$ cat config.mk
export PLATFORM = sky130hd
export DESIGN_NAME = aq_lsu_amr_wmb_flat
export DESIGN_NICKNAME = d
export VERILOG_FILES = /design/src/rtl/aq_lsu_amr_wmb_pkg.sv /design/src/rtl/aq_lsu_amr_wmb_if.sv /design/src/rtl/aq_lsu_amr_wmb_line.sv /design/src/rtl/gated_clk_cell.sv /design/src/rtl/aq_lsu_amr_wmb.sv /design/src/flat_wrapper.sv
export SDC_FILE = /design/constraint.sdc
export NUM_CORES = 1
export LEC_CHECK = 0
export CORE_MARGIN = 1
export CORE_UTILIZATION = 40
export CTS_CLUSTER_DIAMETER = 120
export DETAILED_ROUTE_END_ITERATION = 16
export GPL_TIMING_DRIVEN = 1
export PLACE_DENSITY = 0.61
export SYNTH_ARGS = -nofsm -noshare
export SYNTH_HDL_FRONTEND = slang
export SYNTH_SLANG_ARGS = --single-unit
$ cat constraint.sdc
create_clock -name vclk -period 2.7
set_clock_uncertainty 0.05 [all_clocks]
set_input_delay 0.27 -clock vclk [all_inputs]
set_output_delay 0.27 -clock vclk [all_outputs]
set_load 0.005 [all_outputs]
$ cat src/rtl/aq_lsu_amr_wmb_pkg.sv
// Shared definitions for the AMR write-merge buffer: address width, line geometry
// and the buffer state encodings.
package aq_lsu_amr_wmb_pkg;

    localparam int PADDR      = 40;
    localparam int LINE_BYTES = 64;
    localparam int BEAT_BYTES = 16;
    localparam int BEATS      = LINE_BYTES / BEAT_BYTES;

    typedef enum logic [2:0] {
        WMB_IDLE  = 3'b000,
        WMB_MERGE = 3'b001,
        WMB_AW    = 3'b100,
        WMB_W     = 3'b101,
        WMB_RESP  = 3'b110
    } wmb_state_e;

endpackage

$ cat src/rtl/aq_lsu_amr_wmb_if.sv
// Store-in, load-check and BIU write-burst signals of the write-merge buffer.
// The buffer itself uses the slave modport; the dcache/BIU side uses master.
interface aq_lsu_amr_wmb_if;
    import aq_lsu_amr_wmb_pkg::*;

    logic             amr_dc_wa_dis;
    logic             cp0_lsu_sync_req;
    logic             dc_wmb_st_vld;
    logic [PADDR-1:0] dc_wmb_st_addr;
    logic [15:0]      dc_wmb_st_be;
    logic [127:0]     dc_wmb_st_data;
    logic             wmb_dc_st_grnt;
    logic [PADDR-1:0] dc_wmb_ld_addr;
    logic             wmb_dc_ld_hit;
    logic             wmb_biu_aw_vld;
    logic [PADDR-1:0] wmb_biu_aw_addr;
    logic             biu_wmb_aw_rdy;
    logic             wmb_biu_w_vld;
    logic [127:0]     wmb_biu_w_data;
    logic [15:0]      wmb_biu_w_strb;
    logic             wmb_biu_w_last;
    logic             biu_wmb_w_rdy;
    logic             biu_wmb_b_vld;
    logic             wmb_lsu_empty;

    modport master (
        output amr_dc_wa_dis, cp0_lsu_sync_req, dc_wmb_st_vld, dc_wmb_st_addr,
               dc_wmb_st_be, dc_wmb_st_data, dc_wmb_ld_addr, biu_wmb_aw_rdy,
               biu_wmb_w_rdy, biu_wmb_b_vld,
        input  wmb_dc_st_grnt, wmb_dc_ld_hit, wmb_biu_aw_vld, wmb_biu_aw_addr,
               wmb_biu_w_vld, wmb_biu_w_data, wmb_biu_w_strb, wmb_biu_w_last,
               wmb_lsu_empty
    );

    modport slave (
        input  amr_dc_wa_dis, cp0_lsu_sync_req, dc_wmb_st_vld, dc_wmb_st_addr,
               dc_wmb_st_be, dc_wmb_st_data, dc_wmb_ld_addr, biu_wmb_aw_rdy,
               biu_wmb_w_rdy, biu_wmb_b_vld,
        output wmb_dc_st_grnt, wmb_dc_ld_hit, wmb_biu_aw_vld, wmb_biu_aw_addr,
               wmb_biu_w_vld, wmb_biu_w_data, wmb_biu_w_strb, wmb_biu_w_last,
               wmb_lsu_empty
    );

endinterface

$ cat src/rtl/aq_lsu_amr_wmb_line.sv
// 64-byte line storage with per-byte valid mask; reports whether the mask would be
// full after this cycle's write so a completing store can trigger the drain.
module aq_lsu_wmb_line
    import aq_lsu_amr_wmb_pkg::*;
(
    input  logic                    clk,
    input  logic                    rst_b,
    input  logic                    wr_en,
    input  logic                    clr,
    input  logic [1:0]              wr_beat,
    input  logic [BEAT_BYTES-1:0]   wr_be,
    input  logic [BEAT_BYTES*8-1:0] wr_data,
    input  logic [1:0]              rd_beat,
    output logic                    full,
    output logic [BEAT_BYTES*8-1:0] rd_data,
    output logic [BEAT_BYTES-1:0]   rd_strb
);

    logic [LINE_BYTES-1:0]   mask_q;
    logic [LINE_BYTES-1:0]   mask_nxt;
    logic [LINE_BYTES-1:0]   wr_mask;
    logic [BEAT_BYTES*8-1:0] data_q [BEATS];

    // Clear happens before the new enables are merged, so an allocating store keeps its bytes.
    always_comb begin
        wr_mask = '0;
        if (wr_en) wr_mask[{wr_beat, 4'b0000} +: BEAT_BYTES] = wr_be;
        mask_nxt = (clr ? '0 : mask_q) | wr_mask;
    end

    assign full = &mask_nxt;

    always_ff @(posedge clk or negedge rst_b) begin
        if (!rst_b)            mask_q <= '0;
        else if (wr_en || clr) mask_q <= mask_nxt;
    end

    always_ff @(posedge clk) begin
        if (wr_en) begin
            for (int i = 0; i < BEAT_BYTES; i++) begin
                if (wr_be[i]) data_q[wr_beat][i*8 +: 8] <= wr_data[i*8 +: 8];
            end
        end
    end

    assign rd_data = data_q[rd_beat];
    assign rd_strb = mask_q[{rd_beat, 4'b0000} +: BEAT_BYTES];

endmodule

$ cat src/rtl/gated_clk_cell.sv
// Latch-based clock gate: the enable is captured while the clock is low so the
// gated clock never glitches.
module gated_clk_cell (
    input  logic clk_in,
    input  logic local_en,
    output logic clk_out
);

    logic en_lat;

    always_latch begin
        if (!clk_in) en_lat = local_en;
    end

    assign clk_out = clk_in & en_lat;

endmodule

$ cat src/rtl/aq_lsu_amr_wmb.sv
// Write-merge buffer for streaming store misses: merges same-line stores into one
// line and drains it to the BIU as a 4-beat write burst.
module aq_lsu_amr_wmb
    import aq_lsu_amr_wmb_pkg::*;
#(
    parameter int TIMEOUT = 32
) (
    input  logic              forever_cpuclk,
    input  logic              cpurst_b,
    aq_lsu_amr_wmb_if.slave   wmb_if
);

    wmb_state_e       state_q;
    wmb_state_e       state_nxt;
    logic [1:0]       beat_q;
    logic [5:0]       tmo_q;
    logic [PADDR-7:0] line_q;
    logic             wmb_clk;
    logic             clk_en;
    logic             same_line;
    logic             pre_trig;
    logic             drain;
    logic             grnt_idle;
    logic             grnt;
    logic             line_clr;
    logic             line_full;
    logic [127:0]     rd_data;
    logic [15:0]      rd_strb;
    logic             unused_addr_bits;

    assign unused_addr_bits = ^{wmb_if.dc_wmb_st_addr[3:0], wmb_if.dc_wmb_ld_addr[5:0]};

    assign clk_en = (state_q != WMB_IDLE) | wmb_if.dc_wmb_st_vld;

    gated_clk_cell x_wmb_gclk (
        .clk_in   (forever_cpuclk),
        .local_en (clk_en),
        .clk_out  (wmb_clk)
    );

    // A full mask is left out of pre_trig: a completing store must still be granted and merged.
    assign same_line = (wmb_if.dc_wmb_st_addr[PADDR-1:6] == line_q);
    assign pre_trig  = (wmb_if.dc_wmb_st_vld & !same_line) | !wmb_if.amr_dc_wa_dis
                     | wmb_if.cp0_lsu_sync_req | (tmo_q == 6'(TIMEOUT-1));
    assign grnt_idle = wmb_if.dc_wmb_st_vld & wmb_if.amr_dc_wa_dis & (state_q == WMB_IDLE);
    assign grnt      = grnt_idle
                     | (wmb_if.dc_wmb_st_vld & wmb_if.amr_dc_wa_dis & (state_q == WMB_MERGE)
                        & same_line & !pre_trig);
    assign line_clr  = grnt_idle | ((state_q == WMB_RESP) & wmb_if.biu_wmb_b_vld);
    assign drain     = pre_trig | line_full;

    aq_lsu_wmb_line x_line (
        .clk     (wmb_clk),
        .rst_b   (cpurst_b),
        .wr_en   (grnt),
        .clr     (line_clr),
        .wr_beat (wmb_if.dc_wmb_st_addr[5:4]),
        .wr_be   (wmb_if.dc_wmb_st_be),
        .wr_data (wmb_if.dc_wmb_st_data),
        .rd_beat (beat_q),
        .full    (line_full),
        .rd_data (rd_data),
        .rd_strb (rd_strb)
    );

    always_ff @(posedge wmb_clk or negedge cpurst_b) begin
        if (!cpurst_b) state_q <= WMB_IDLE;
        else           state_q <= state_nxt;
    end

    always_comb begin
        state_nxt = state_q;
        case (state_q)
            WMB_IDLE:  if (grnt_idle) state_nxt = WMB_MERGE;
            WMB_MERGE: if (drain) state_nxt = WMB_AW;
            WMB_AW:    if (wmb_if.biu_wmb_aw_rdy) state_nxt = WMB_W;
            WMB_W:     if (wmb_if.biu_wmb_w_rdy && beat_q == 2'd3) state_nxt = WMB_RESP;
            WMB_RESP:  if (wmb_if.biu_wmb_b_vld) state_nxt = WMB_IDLE;
            default:   state_nxt = WMB_IDLE;
        endcase
    end

    // Idle timeout only advances while merging with no new store; anything else restarts it.
    always_ff @(posedge wmb_clk or negedge cpurst_b) begin
        if (!cpurst_b) begin
            beat_q <= 2'd0;
            tmo_q  <= 6'd0;
        end else begin
            if (state_q == WMB_AW)                             beat_q <= 2'd0;
            else if (state_q == WMB_W && wmb_if.biu_wmb_w_rdy) beat_q <= beat_q + 2'd1;
            tmo_q <= (state_q == WMB_MERGE && !grnt && !drain) ? tmo_q + 6'd1 : 6'd0;
        end
    end

    always_ff @(posedge wmb_clk) begin
        if (grnt_idle) line_q <= wmb_if.dc_wmb_st_addr[PADDR-1:6];
    end

    always_comb begin
        wmb_if.wmb_biu_aw_vld = (state_q == WMB_AW);
        wmb_if.wmb_biu_w_vld  = (state_q == WMB_W);
        wmb_if.wmb_biu_w_last = (state_q == WMB_W) && (beat_q == 2'd3);
        wmb_if.wmb_lsu_empty  = (state_q == WMB_IDLE);
        wmb_if.wmb_dc_ld_hit  = (state_q != WMB_IDLE)
                              && (wmb_if.dc_wmb_ld_addr[PADDR-1:6] == line_q);
    end

    assign wmb_if.wmb_dc_st_grnt  = grnt;
    assign wmb_if.wmb_biu_aw_addr = {line_q, 6'b000000};
    assign wmb_if.wmb_biu_w_data  = rd_data;
    assign wmb_if.wmb_biu_w_strb  = rd_strb;

endmodule

$ cat src/flat_wrapper.sv
// flat-port wrapper written by rule: the top's interface ports become plain ports
module aq_lsu_amr_wmb_flat import aq_lsu_amr_wmb_pkg::*;
#(
    parameter int TIMEOUT = 32
)
  (forever_cpuclk, cpurst_b, wmb_if_amr_dc_wa_dis, wmb_if_cp0_lsu_sync_req, wmb_if_dc_wmb_st_vld, wmb_if_dc_wmb_st_addr, wmb_if_dc_wmb_st_be, wmb_if_dc_wmb_st_data, wmb_if_dc_wmb_ld_addr, wmb_if_biu_wmb_aw_rdy, wmb_if_biu_wmb_w_rdy, wmb_if_biu_wmb_b_vld, wmb_if_wmb_dc_st_grnt, wmb_if_wmb_dc_ld_hit, wmb_if_wmb_biu_aw_vld, wmb_if_wmb_biu_aw_addr, wmb_if_wmb_biu_w_vld, wmb_if_wmb_biu_w_data, wmb_if_wmb_biu_w_strb, wmb_if_wmb_biu_w_last, wmb_if_wmb_lsu_empty);
  aq_lsu_amr_wmb_if wmb_if_i ();
  input  logic forever_cpuclk;
  input  logic cpurst_b;
  input wire logic [$bits(wmb_if_i.amr_dc_wa_dis)-1:0] wmb_if_amr_dc_wa_dis;
  input wire logic [$bits(wmb_if_i.cp0_lsu_sync_req)-1:0] wmb_if_cp0_lsu_sync_req;
  input wire logic [$bits(wmb_if_i.dc_wmb_st_vld)-1:0] wmb_if_dc_wmb_st_vld;
  input wire logic [$bits(wmb_if_i.dc_wmb_st_addr)-1:0] wmb_if_dc_wmb_st_addr;
  input wire logic [$bits(wmb_if_i.dc_wmb_st_be)-1:0] wmb_if_dc_wmb_st_be;
  input wire logic [$bits(wmb_if_i.dc_wmb_st_data)-1:0] wmb_if_dc_wmb_st_data;
  input wire logic [$bits(wmb_if_i.dc_wmb_ld_addr)-1:0] wmb_if_dc_wmb_ld_addr;
  input wire logic [$bits(wmb_if_i.biu_wmb_aw_rdy)-1:0] wmb_if_biu_wmb_aw_rdy;
  input wire logic [$bits(wmb_if_i.biu_wmb_w_rdy)-1:0] wmb_if_biu_wmb_w_rdy;
  input wire logic [$bits(wmb_if_i.biu_wmb_b_vld)-1:0] wmb_if_biu_wmb_b_vld;
  output wire logic [$bits(wmb_if_i.wmb_dc_st_grnt)-1:0] wmb_if_wmb_dc_st_grnt;
  output wire logic [$bits(wmb_if_i.wmb_dc_ld_hit)-1:0] wmb_if_wmb_dc_ld_hit;
  output wire logic [$bits(wmb_if_i.wmb_biu_aw_vld)-1:0] wmb_if_wmb_biu_aw_vld;
  output wire logic [$bits(wmb_if_i.wmb_biu_aw_addr)-1:0] wmb_if_wmb_biu_aw_addr;
  output wire logic [$bits(wmb_if_i.wmb_biu_w_vld)-1:0] wmb_if_wmb_biu_w_vld;
  output wire logic [$bits(wmb_if_i.wmb_biu_w_data)-1:0] wmb_if_wmb_biu_w_data;
  output wire logic [$bits(wmb_if_i.wmb_biu_w_strb)-1:0] wmb_if_wmb_biu_w_strb;
  output wire logic [$bits(wmb_if_i.wmb_biu_w_last)-1:0] wmb_if_wmb_biu_w_last;
  output wire logic [$bits(wmb_if_i.wmb_lsu_empty)-1:0] wmb_if_wmb_lsu_empty;
  assign wmb_if_i.amr_dc_wa_dis = wmb_if_amr_dc_wa_dis;
  assign wmb_if_i.cp0_lsu_sync_req = wmb_if_cp0_lsu_sync_req;
  assign wmb_if_i.dc_wmb_st_vld = wmb_if_dc_wmb_st_vld;
  assign wmb_if_i.dc_wmb_st_addr = wmb_if_dc_wmb_st_addr;
  assign wmb_if_i.dc_wmb_st_be = wmb_if_dc_wmb_st_be;
  assign wmb_if_i.dc_wmb_st_data = wmb_if_dc_wmb_st_data;
  assign wmb_if_i.dc_wmb_ld_addr = wmb_if_dc_wmb_ld_addr;
  assign wmb_if_i.biu_wmb_aw_rdy = wmb_if_biu_wmb_aw_rdy;
  assign wmb_if_i.biu_wmb_w_rdy = wmb_if_biu_wmb_w_rdy;
  assign wmb_if_i.biu_wmb_b_vld = wmb_if_biu_wmb_b_vld;
  assign wmb_if_wmb_dc_st_grnt = wmb_if_i.wmb_dc_st_grnt;
  assign wmb_if_wmb_dc_ld_hit = wmb_if_i.wmb_dc_ld_hit;
  assign wmb_if_wmb_biu_aw_vld = wmb_if_i.wmb_biu_aw_vld;
  assign wmb_if_wmb_biu_aw_addr = wmb_if_i.wmb_biu_aw_addr;
  assign wmb_if_wmb_biu_w_vld = wmb_if_i.wmb_biu_w_vld;
  assign wmb_if_wmb_biu_w_data = wmb_if_i.wmb_biu_w_data;
  assign wmb_if_wmb_biu_w_strb = wmb_if_i.wmb_biu_w_strb;
  assign wmb_if_wmb_biu_w_last = wmb_if_i.wmb_biu_w_last;
  assign wmb_if_wmb_lsu_empty = wmb_if_i.wmb_lsu_empty;
  aq_lsu_amr_wmb #(.TIMEOUT(TIMEOUT)) u_core (.forever_cpuclk(forever_cpuclk), .cpurst_b(cpurst_b), .wmb_if(wmb_if_i));
endmodule
Word level (Yosys, flattened, before mapping)
Memory sizes are Yosys's and may differ from the RTL's.
Cells that the tools add are included.
- flip-flop bits (word level): 109
- latch bits: 1
- RAM bits: 512
- input bits: 232
- logic and storage cells: 120
- memories: 1
- memory list (memory ; depth ; bits a word ; read ports ; clocked after Yosys merged registers in ; wr ports ; RTL line ; RTL):
    u_core.x_line.data_q ; 4 ; 128 ; 1 ; 0 ; 1 ; aq_lsu_amr_wmb_line.sv:22 ; logic [BEAT_BYTES*8-1:0] data_q [BEATS];
- $add $sub $neg: 3
- eq/ne operators: 13
- shifts and indexed selects: 3
- muxes and demuxes: 60
- bitwise gates (word level): 17
- reduce and logical (&&, ||, !) cells: 17
- operators with widths (kind ; number):
    $mux 64 ; 2
    $eq 34x34->1 ; 2
    $and 64x64->64 ; 1
    $or 64x64->64 ; 1
    $reduce_and 64->1 ; 1
    $shift 16x8->64 const A ; 1
    $shiftx 16x8->64 ; 1
    $shiftx 64x7->16 ; 1
    $mux 1 ; 49
    $mux 3 ; 5
    $pmux 3 s5 ; 1
    $eq 3x3->1 const B ; 3
    $and 1x1->1 ; 8
    $neg 6->8 ; 1
    $or 1x1->1 ; 7
    $add 6x1->6 const B ; 1
    $eq 6x5->1 const B ; 1
    $logic_and 1x1->1 ; 6
    $mux 6 ; 1
    $ne 2x1->1 const B ; 3
    $logic_not 1->1 ; 5
    $reduce_and 5->1 ; 1
    $mux 2 ; 2
    $ne 2x2->1 const B ; 2
    7 further kinds ; 7

Depth between registers and ports, before layout
- depth after elaboration: 16
- gate-level depth with buffers: 15

Cells and area by module
Synthesis repeated with hierarchy kept, for this count alone.
- cells, all modules: 1264
- area, all modules: 24782.5 um^2
- modules (own cells, without submodules) (module ; instances ; cells each ; area an instance (um^2) ; seq. area each (um^2)):
    aq_lsu_wmb_line ; 1 ; 1048 ; 22203.8 ; 16976.3
    aq_lsu_amr_wmb ; 1 ; 214 ; 2557.5 ; 1296.2
    gated_clk_cell ; 1 ; 2 ; 21.3 ; 0.0

==> flow_summary.json <==
{
  "grt_pass1_vias": 14500,
  "io_pins": 422,
  "ctsResizeCount": 12,
  "synth_cell_types": 71,
  "die_width_um": 253,
  "maxSlewViolCount": 302,
  "yosys-mux-area-fraction": 0.129,
  "clock.fmax_ghz": 0.397,
  "ys_ff_latch": 622,
  "fp.dieArea_mm2": 0.0641,
  "untimed_endpoints": 1350,
  "pwr-share-clk": 0,
  "grt_use_met3": 0.0329,
  "synth_compound_area_frac": 0.0464,
  "wl_per_cell_um": 25.3,
  "finalCritPeriodShare": 0.933,
  "crit_type": "in -> out",
  "p_leak_nw": 10.1,
  "synth_xor_area_frac": 0.0222,
  "initial_core_util": 0.407,
  "violations": "max-slew violations",
  "fin_crit_ps": 2520,
  "outcome": "complete, but fails checks",
  "async_flop_share": 0.121,
  "grt.met1_usage": 0.259,
  "drt_iter0_markers": 998,
  "dr.pass1.iters": 6,
  "ys_warn_count": 0,
  "pwr-share-comb": 0.603,
  "vias_per_cell": 5.46,
  "syn_inst": 1331,
  "arrival_ps": 2200,
  "final_common_cell": "edfxtp_1",
  "grt-busiest-layer": "met2",
  "synth_area_mm2": 0.0252,
  "hold_buffers": 0,
  "setup_viol": 0,
  "whs_path_depth": 6,
  "stdcell_count": 2529,
  "synth_ff_type": "edfxtp_1",
  "layout_setup_ws_ps": 181,
  "pwr-share-seq": 0.397,
  "use_met2": 0.348,
  "peakVddDrop_v": 0.0000548,
  "overflow": 0,
  "switching_share": 0.318,
  "whs_endpoint": "wmb_if_wmb_dc_ld_hit",
  "synth_edf_count": 546,
  "grtUsageTotal": 0.195,
  "synth-simple-area-share": 0.0566,
  "routed_wl_um": 63900,
  "start_kind": "input port",
  "core-area_mm2": 0.0621,
  "crit_start": "wmb_if_dc_wmb_st_addr[26]",
  "rows": 91,
  "ant_nets": 0,
  "final_cell_area_mm2": 0.0303,
  "grt_setup_unrepaired": "no",
  "hold_path_class": "in -> out",
  "tns_ps": 0,
  "required_ps": 2380,
  "syn_to_final_growth_pct": 20.1,
  "yosys.area_share.adder": 0.00496,
  "die_y_um": 253,
  "via_count": 13800,
  "critical_path.max_fanout": 7,
  "dp_slack_ps": -315,
  "p_sw_mw": 0.550,
  "worst_pin_slew_ps": 1730,
  "dp.cells": 2523,
  "max-slew-margin-rel": -0.152,
  "detailed_place.area_mm2": 0.0303,
  "grt_pass1_wl_um": 94000,
  "p_per_area_mw_per_mm2": 57.1,
  "total_power_mw": 1.73,
  "grt_max_degree": 362,
  "hold_start": "wmb_if_dc_wmb_ld_addr[33]",
  "layout_common_cells": "edfxtp_1, clkdlybuf4s50_1, mux4_2",
  "fin_nets": 1930,
  "drc": 0,
  "syn_avg_cell_area_um2": 19.0,
  "gp_congestion": 0.914,
  "critPathCaptureType": "output pin",
  "internal_power_mw": 1.18,
  "synth_top_family_by_area": "multiplexers",
  "drv_cap": 0,
  "antenna_found_initial": 10,
  "cts_setup_buffers": 0,
  "dpl.hpwl_um": 46500,
  "port_buffers": 406,
  "drive_above_1_share": 0.123,
  "unclocked_regs": 622,
  "finalHoldViolations": 0
}
[worst max-delay path, stage by stage]
cell	delay (ps)
clkdlybuf4s50_1	490
xnor2_1	120
buf_4	150
nand4_1	110
nor4_1	340
buf_4	190
nand4_4	150
nand2_8	130
dlygate4sd2_1	240
[flip-flops by register name, summed over array words and instances, names as in the netlist]
register                  count
u_core.x_line.data_q        512
u_core.x_line.mask_q         64
u_core.line_q                34
u_core.tmo_q                  6
u_core.state_q                3
u_core.beat_q                 2
u_core.x_wmb_gclk.en_lat      1
[how the worst max path moves through the flow]
stage | endpoint | slack, ps | cells past startpoint
2_1_floorplan | wmb_if_wmb_dc_st_grnt | 320 | 7
3_3_place_gp | wmb_if_wmb_dc_st_grnt | -280 | 8
3_5_place_dp | wmb_if_wmb_dc_st_grnt | -310 | 8
4_1_cts | wmb_if_wmb_dc_st_grnt | 200 | 8
5_1_grt | wmb_if_wmb_dc_st_grnt | 40 | 8
6_report | wmb_if_wmb_dc_st_grnt | 180 | 9
[logic make-up after synthesis]
group                    after synthesis
AO/OA/AOI/OAI                        154
buffers and inverters                100
latches                                1
adder cells (fa/ha/maj)               10
multiplexers                         145
flip-flops                           621
other                                  1
AND/OR/NAND/NOR                      235
XOR/XNOR                              64
[layout make-up]
cell class                      instances  area (µm²)
Fill cell                            5184       31700
Inverter                               11        41.3
Multi-Input combinational cell        614        6610
Tap cell                              837        1050
Timing Repair Buffer                  439        4320
Antenna cell                            6        15.0
Sequential cell                       622       18300
[Yosys cell counts (all sizes together), types with 11 or more instances]
library cell | count | area, µm²
o21ai | 11 | 66.3
dfrtp | 75 | 1880
a22o | 50 | 438
and3 | 79 | 494
nor4 | 18 | 113
buf | 38 | 186
nor2 | 14 | 52.6
xor2 | 38 | 333
xnor2 | 26 | 228
mux4 | 144 | 3240
a21oi | 33 | 184
edfxtp | 546 | 16400
clkbuf | 51 | 191
nand2 | 36 | 143
nand3 | 15 | 75.1
a31oi | 19 | 119
nand4 | 17 | 121
inv | 11 | 41.3
[layer usage]
layer / vias up / share of wire / wire length, µm
met3: 40 / 0.062 / 3970
met1: 7193 / 0.41 / 26000
met4: 10 / 0.011 / 673
met2: 461 / 0.52 / 33200
met5: - / 0.0011 / 69
li1: 6100 / - / -
[power groups by stage]
| stage | logic (mW) | registers (mW) | clock network, mW |
|---|---|---|---|
| 2_1_floorplan | 0.340 | 0.713 | 0 |
| 3_3_place_gp | 1.02 | 0.685 | 0 |
| 3_5_place_dp | 1.06 | 0.686 | 0 |
| 4_1_cts | 1.06 | 0.686 | 0 |
| 5_1_grt | 1.13 | 0.688 | 0.0000000991 |
| 6_report | 1.04 | 0.687 | 0.000000153 |
[stage by stage]
step,util,hold slack (ps)
floorplan,-,631
global placement,0.488,1710
detailed placement,0.488,1720
CTS,0.489,1560
global route,0.489,1580
finish,0.489,1550
(Power assumes the default switching activity.)
